$ cat config.mk
export PLATFORM = sky130hd
export DESIGN_NAME = fc_vec_loader
export DESIGN_NICKNAME = d
export VERILOG_FILES = /design/src/rtl/fc_pkg.sv /design/src/rtl/fc_vec_bank.sv /design/src/rtl/fc_vec_loader.sv
export SDC_FILE = /design/constraint.sdc
export NUM_CORES = 2
export LEC_CHECK = 0
export CORE_AREA = 2 2 403 405
export CTS_CLUSTER_DIAMETER = 100
export DETAILED_ROUTE_END_ITERATION = 7
export DIE_AREA = 0 0 405 407
export MAX_ROUTING_LAYER = met4
export PLACE_DENSITY = 0.5
export SYNTH_ARGS = -nofsm -noshare
export SYNTH_HDL_FRONTEND = slang
export SYNTH_SLANG_ARGS = --single-unit
$ cat constraint.sdc
create_clock -name clk -period 6.7 [get_ports clk]
set_input_delay 0.67 -clock clk [delete_from_list [all_inputs] [get_ports clk]]
set_output_delay 0.67 -clock clk [all_outputs]
set_load 0.1 [all_outputs]
$ cat src/rtl/fc_pkg.sv
// rtl/fc_pkg.sv - shared defaults, loader state encoding and index-width helper for fc_vec_loader
package fc_pkg;

  localparam int WIDTH_DEF = 8;
  localparam int IN_DEF    = 128;
  localparam int IDX_W     = $clog2(IN_DEF);

  typedef enum logic {
    ST_FILL = 1'b0,
    ST_FULL = 1'b1
  } ld_state_e;

  // Keeps the index at least one bit wide for degenerate IN == 1 builds.
  function automatic int idx_width(input int n);
    return (n > 1) ? $clog2(n) : 1;
  endfunction

endpackage

$ cat src/rtl/fc_vec_bank.sv
// rtl/fc_vec_bank.sv - IN x WIDTH register bank with indexed write and clear-above-index
module fc_vec_bank
  import fc_pkg::*;
#(
  parameter int WIDTH = WIDTH_DEF,
  parameter int IN    = IN_DEF,
  localparam int IW   = idx_width(IN)
) (
  input  logic             clk_i,
  input  logic             rst_i,
  input  logic             we_i,
  input  logic [IW-1:0]    widx_i,
  input  logic [WIDTH-1:0] wdata_i,
  input  logic             clr_above_i,
  output logic [WIDTH-1:0] mem_o [0:IN-1]
);

  logic [WIDTH-1:0] mem_q [0:IN-1];

  // A short frame's final write also zeroes every entry above it on the same edge.
  always_ff @(posedge clk_i) begin
    for (int i = 0; i < IN; i++) begin
      if (rst_i) begin
        mem_q[i] <= '0;
      end else if (we_i) begin
        if (IW'(i) == widx_i) begin
          mem_q[i] <= wdata_i;
        end else if (clr_above_i && (IW'(i) > widx_i)) begin
          mem_q[i] <= '0;
        end
      end
    end
  end

  assign mem_o = mem_q;

endmodule

$ cat src/rtl/fc_vec_loader.sv
// rtl/fc_vec_loader.sv - streams elements into a fully-connected layer input vector
// FC_LOADER_DBUF_EN selects the two-bank ping-pong build; single bank otherwise.
module fc_vec_loader
  import fc_pkg::*;
#(
  parameter int WIDTH = WIDTH_DEF,
  parameter int IN    = IN_DEF
) (
  input  logic             clk,
  input  logic             rst,
  input  logic             s_valid,
  output logic             s_ready,
  input  logic [WIDTH-1:0] s_data,
  input  logic             s_last,
  output logic [WIDTH-1:0] x [0:IN-1],
  output logic             x_valid,
  input  logic             x_ready,
  output logic             frame_short
);

  localparam int            IW       = idx_width(IN);
  localparam logic [IW-1:0] IDX_LAST = IW'(IN - 1);

  ld_state_e     state_q, state_d;
  logic [IW-1:0] idx_q, idx_d;
  logic          short_q, short_d;
  logic          accept;
  logic          frame_end;
  logic          early_end;
  logic          consume;

  assign accept      = s_valid && s_ready;
  assign frame_end   = accept && (s_last || (idx_q == IDX_LAST));
  assign early_end   = accept && s_last && (idx_q != IDX_LAST);
  assign consume     = x_valid && x_ready;
  assign frame_short = short_q && !rst;

`ifdef FC_LOADER_DBUF_EN

  logic             wr_sel_q, wr_sel_d;
  logic             rd_sel_q, rd_sel_d;
  logic [1:0]       cnt_q, cnt_d;
  logic [WIDTH-1:0] bank0 [0:IN-1];
  logic [WIDTH-1:0] bank1 [0:IN-1];

  // FULL means both banks hold unconsumed frames; cnt_q counts those frames.
  assign s_ready = !rst && (state_q == ST_FILL);
  assign x_valid = !rst && (cnt_q != 2'd0);

  always_comb begin
    idx_d    = idx_q;
    short_d  = early_end;
    cnt_d    = cnt_q + {1'b0, frame_end} - {1'b0, consume};
    wr_sel_d = wr_sel_q ^ frame_end;
    rd_sel_d = rd_sel_q ^ consume;
    if (accept) begin
      idx_d = frame_end ? '0 : idx_q + IW'(1);
    end
    state_d = (cnt_d == 2'd2) ? ST_FULL : ST_FILL;
  end

  always_ff @(posedge clk) begin
    if (rst) begin
      state_q  <= ST_FILL;
      idx_q    <= '0;
      short_q  <= 1'b0;
      cnt_q    <= 2'd0;
      wr_sel_q <= 1'b0;
      rd_sel_q <= 1'b0;
    end else begin
      state_q  <= state_d;
      idx_q    <= idx_d;
      short_q  <= short_d;
      cnt_q    <= cnt_d;
      wr_sel_q <= wr_sel_d;
      rd_sel_q <= rd_sel_d;
    end
  end

  fc_vec_bank #(
    .WIDTH(WIDTH),
    .IN   (IN)
  ) u_bank0 (
    .clk_i      (clk),
    .rst_i      (rst),
    .we_i       (accept && !wr_sel_q),
    .widx_i     (idx_q),
    .wdata_i    (s_data),
    .clr_above_i(early_end),
    .mem_o      (bank0)
  );

  fc_vec_bank #(
    .WIDTH(WIDTH),
    .IN   (IN)
  ) u_bank1 (
    .clk_i      (clk),
    .rst_i      (rst),
    .we_i       (accept && wr_sel_q),
    .widx_i     (idx_q),
    .wdata_i    (s_data),
    .clr_above_i(early_end),
    .mem_o      (bank1)
  );

  always_comb begin
    for (int i = 0; i < IN; i++) begin
      x[i] = rd_sel_q ? bank1[i] : bank0[i];
    end
  end

`else

  assign s_ready = !rst && (state_q == ST_FILL);
  assign x_valid = !rst && (state_q == ST_FULL);

  always_comb begin
    state_d = state_q;
    idx_d   = idx_q;
    short_d = early_end;
    if (accept) begin
      idx_d = frame_end ? '0 : idx_q + IW'(1);
    end
    case (state_q)
      ST_FILL: if (frame_end) state_d = ST_FULL;
      ST_FULL: if (consume)   state_d = ST_FILL;
      default: state_d = ST_FILL;
    endcase
  end

  always_ff @(posedge clk) begin
    if (rst) begin
      state_q <= ST_FILL;
      idx_q   <= '0;
      short_q <= 1'b0;
    end else begin
      state_q <= state_d;
      idx_q   <= idx_d;
      short_q <= short_d;
    end
  end

  fc_vec_bank #(
    .WIDTH(WIDTH),
    .IN   (IN)
  ) u_bank0 (
    .clk_i      (clk),
    .rst_i      (rst),
    .we_i       (accept),
    .widx_i     (idx_q),
    .wdata_i    (s_data),
    .clr_above_i(early_end),
    .mem_o      (x)
  );

`endif

endmodule

==> impl_metrics.csv <==
group,metric,value,unit
run_status,status,"completed",
global_routing,overflow,0,
setup_path,worst_ep_arrival_time,4.69,ns
sta,relSlewSlack,5.97,%
synth,synth_ff_type,"dfxtp_1",
setup_path,r2r_setup_slack,2.72,ns
synth,synth_nets,4146,
power,irDropWorstVdd,186,uV
global_routing,grt_pass1_vias,36619,
power,power,14000,uW
floorplan,die_h,407,microns
sta,worstMarginPinSlew,1.41,ns
route,wl_per_cell,32.9,microns
route,drtIter0Drc,4019,
sta,skew,0.0416,ns
synth,synth.cell_area,39700,sq um
route,routed_wl,241,mm
synth,seq_area_frac_synth,52.0,%
synth,synth_cells,4129,
run,maxCapViolations,0,
setup_path,path_delay_family,"compound AO/OA/AOI/OAI gates",
final_layout,syn2layout_area_growth,42.0,%
synth,synth_seq_cells,1033,
synth,synthDistinctLibCells,98,
route,first_pass_iters,5,
clock_tree,clockRootBuffer,"clkbuf_16",
placement,io_buffers,1039,
sta,setup_viol,0,
floorplan,start_util,24.8,%
synth,synth_edf_count,0,
global_routing,grt_use_total,28.6,%
worst_hold_path,hold_path_end,"u_bank0.mem_o[269]$_SDFFE_PP0P_",
sta,maxSlewViolCount,0,
final_layout,drive_gt1_share,10.5,%
power,p_leak,0.0189,uW
clock_tree,ctsHoldBuffers,0,
sta,min_period_over_period,59.4,%
sta,hold_viol_final,0,
global_routing,grt_start_max_net_pins,124,
route,drc,0,
clock_tree,path_clk_slew,0.06,ns
setup_path,cp_cell_sequence,"buf_4 -> ha_1 -> nand2_1 -> o21ai_4 -> inv_2 -> a221oi_2 -> a22o_1",
sta,rsz0062_at_grt,"false",
floorplan,fp.dieArea,165000,sq um
setup_path,timing.rr.start,"idx_q[1]$_SDFFE_PP0P_",
floorplan,num_rows,147,
worst_hold_path,min_from,"s_data[5]",
synth,synth-async-reset-ratio,0,%
clock_tree,htree_levels,3,
setup_path,rr_worst_depth,7,
final_layout,fill_cells,16125,
setup_path,crit_slowest_cell,"a221oi_2",
placement,gp_congestion,0.869,
clock_tree,cts_tree,"yes",
global_routing,grt_pass1_wl,320,mm
worst_hold_path,hp-class,"primary input to flop",
setup_path,timing.rr.end,"u_bank0.mem_o[952]$_SDFFE_PP0P_",
route,viasPerCell,5.41,
route,antenna_left,0,
final_layout,multi_input_area,17500,sq um
synth,syn_avg_cell_area,9.63,sq um
floorplan,io_pins,1040,
placement,dp_hpwl,175,mm
floorplan,core,160000,sq um
clock_tree,cts_buffer_depth,3,
setup_path,startpoint_type,"flop",
setup_path,worstSetupPathType,"flop to flop",
setup_path,end_kind,"flop",
setup_path,required,7.41,ns
final_layout,final_nets,5058,
clock_tree,cts-buffers-inserted,117,
floorplan,fp.dieW,405,microns
setup_path,cp_max_fo,47,
power,powerDensity,249,nW/um^2
clock_tree,postCtsSetupBuffers,0,
global_routing,antenna_found_initial,10,
clock_tree,cts_resized,0,
route,vias,39481,
clock_tree,cts.sinks,1033,
final_layout,seq_area,20700,sq um
setup_path,path_buf_inv,2,
synth,ys_warn_count,0,
worst_hold_path,min_path_cells,3,
clock_tree,clk_latency,0.78,ns
sta,fin_crit,3.98,ns
sta,tns,0,ns
setup_path,critPathMaxStageDelay,0.84,ns
sta,max_freq,0.251,GHz
[state kept, by name, summed over array words and instances, names as in the netlist]
name and flops:
idx_q 7, u_bank0.mem_o 1024, state_q 1, short_q 1
[per-stage QoR]
step	util (%)	hold WS [ns]	area [sq um]	setup slack, ns	std cells
finish	35.2	0.286	56400	2.72	7300
global placement	32.7	0.444	52400	2.32	7082
global route	35.2	0.310	56400	2.62	7298
CTS	35.2	0.222	56400	2.75	7293
detailed placement	32.7	0.446	52400	2.32	7082
floorplan	-	0.626	39700	2.98	4129
[where the power goes]
group          leakage [uW]  internal [uW]  total, uW  switching, uW
Sequential          0.00833           6180       6200           26.5
Combinational       0.00862            177       1030            857
Clock               0.00196           3980       6810           2830
Total                0.0189          10300      14000           3710
[worst register-to-register path: stages (launching register included)]
cell	delay, ns
dfxtp_2	0.32
buf_4	0.49
ha_1	0.33
nand2_1	0.11
o21ai_4	0.83
inv_2	0.74
a221oi_2	0.86
a22o_1	0.23
[cells by family (layout without fill, tap and decap cells)]
logic type,after synthesis,in the layout,share of synthesized area [%]
AOI/OAI and AO/OA,1441,1441,27.1
xor gates and xnor gates,3,3,0.0661
adders and majority gates,4,4,0.126
buffers and inverters,441,1445,4.54
DFF,1033,1033,52.0
muxes,29,29,0.730
other,0,7,0
and+or+nand+nor,1178,1178,15.4
[final cells by class]
type	count	area share [%]
Clock buffer	167	6.00
Tap cell	2160	4.79
Timing Repair Buffer	1156	19.8
Inverter	78	0.532
Clock inverter	44	1.14
Sequential cell	1033	36.7
Multi-Input combinational cell	2655	31.0
Antenna cell	7	0.0310
[how the worst max path moves through the flow]
stage | from | endpoint | cells past startpoint
floorplan | rst | s_ready | 7
global placement | s_valid | u_bank0.mem_o[598]$_SDFFE_PP0P_ | 7
detailed placement | s_valid | u_bank0.mem_o[592]$_SDFFE_PP0P_ | 7
CTS | idx_q[6]$_SDFFE_PP0P_ | u_bank0.mem_o[223]$_SDFFE_PP0P_ | 4
global route | idx_q[1]$_SDFFE_PP0P_ | u_bank0.mem_o[958]$_SDFFE_PP0P_ | 7
finish | idx_q[1]$_SDFFE_PP0P_ | u_bank0.mem_o[952]$_SDFFE_PP0P_ | 7
[per-layer routing]
layer | GRT usage, % | part of all wire (%) | vias up
met2 | 45.3 | 47 | 1907
met5 | - | 0 | -
met4 | 10.7 | 4.0 | 0
li1 | - | - | 17276
met3 | 6.54 | 7.8 | 410
met1 | 35.3 | 41 | 19888
[synthesized netlist by cell type (28+ instances only)]
cell type | n | area share [%]
a211oi_1 | 50 | 0.94
a21oi_1 | 245 | 3.1
a22o_1 | 374 | 8.2
a22oi_1 | 33 | 0.62
a2bb2oi_1 | 57 | 1.3
a311oi_1 | 35 | 0.77
a31oi_1 | 28 | 0.44
a32oi_1 | 63 | 1.4
buf_2 | 86 | 1.1
clkbuf_1 | 252 | 2.4
dfxtp_1 | 1033 | 52
inv_1 | 75 | 0.71
mux2i_1 | 29 | 0.73
nand2_1 | 465 | 4.4
nand3_1 | 229 | 2.9
nand4_1 | 29 | 0.46
nor2_1 | 135 | 1.3
nor2b_1 | 57 | 0.90
nor3_1 | 35 | 0.44
nor3_2 | 55 | 1.4
o21ai_0 | 192 | 2.4
o2bb2ai_1 | 68 | 1.5
o31ai_1 | 58 | 1.1
[cells in the final DEF, fill, tap and decap left out, types with 57 or more instances in the layout]
| master | synthesis | final |
|---|---|---|
| dfxtp_1 | 1033 | 1026 |
| clkdlybuf4s50_1 | 0 | 996 |
| nand2_1 | 465 | 465 |
| a22o_1 | 374 | 374 |
| a21oi_1 | 245 | 245 |
| nand3_1 | 229 | 229 |
| o21ai_0 | 192 | 192 |
| buf_4 | 5 | 149 |
| nor2_1 | 135 | 127 |
| clkbuf_16 | 0 | 119 |
| inv_1 | 75 | 75 |
| o2bb2ai_1 | 68 | 68 |
| a32oi_1 | 63 | 63 |
| nor3_2 | 55 | 59 |
| o31ai_1 | 58 | 58 |
| a2bb2oi_1 | 57 | 57 |
No activity file was read; power rests on OpenSTA's default activity.
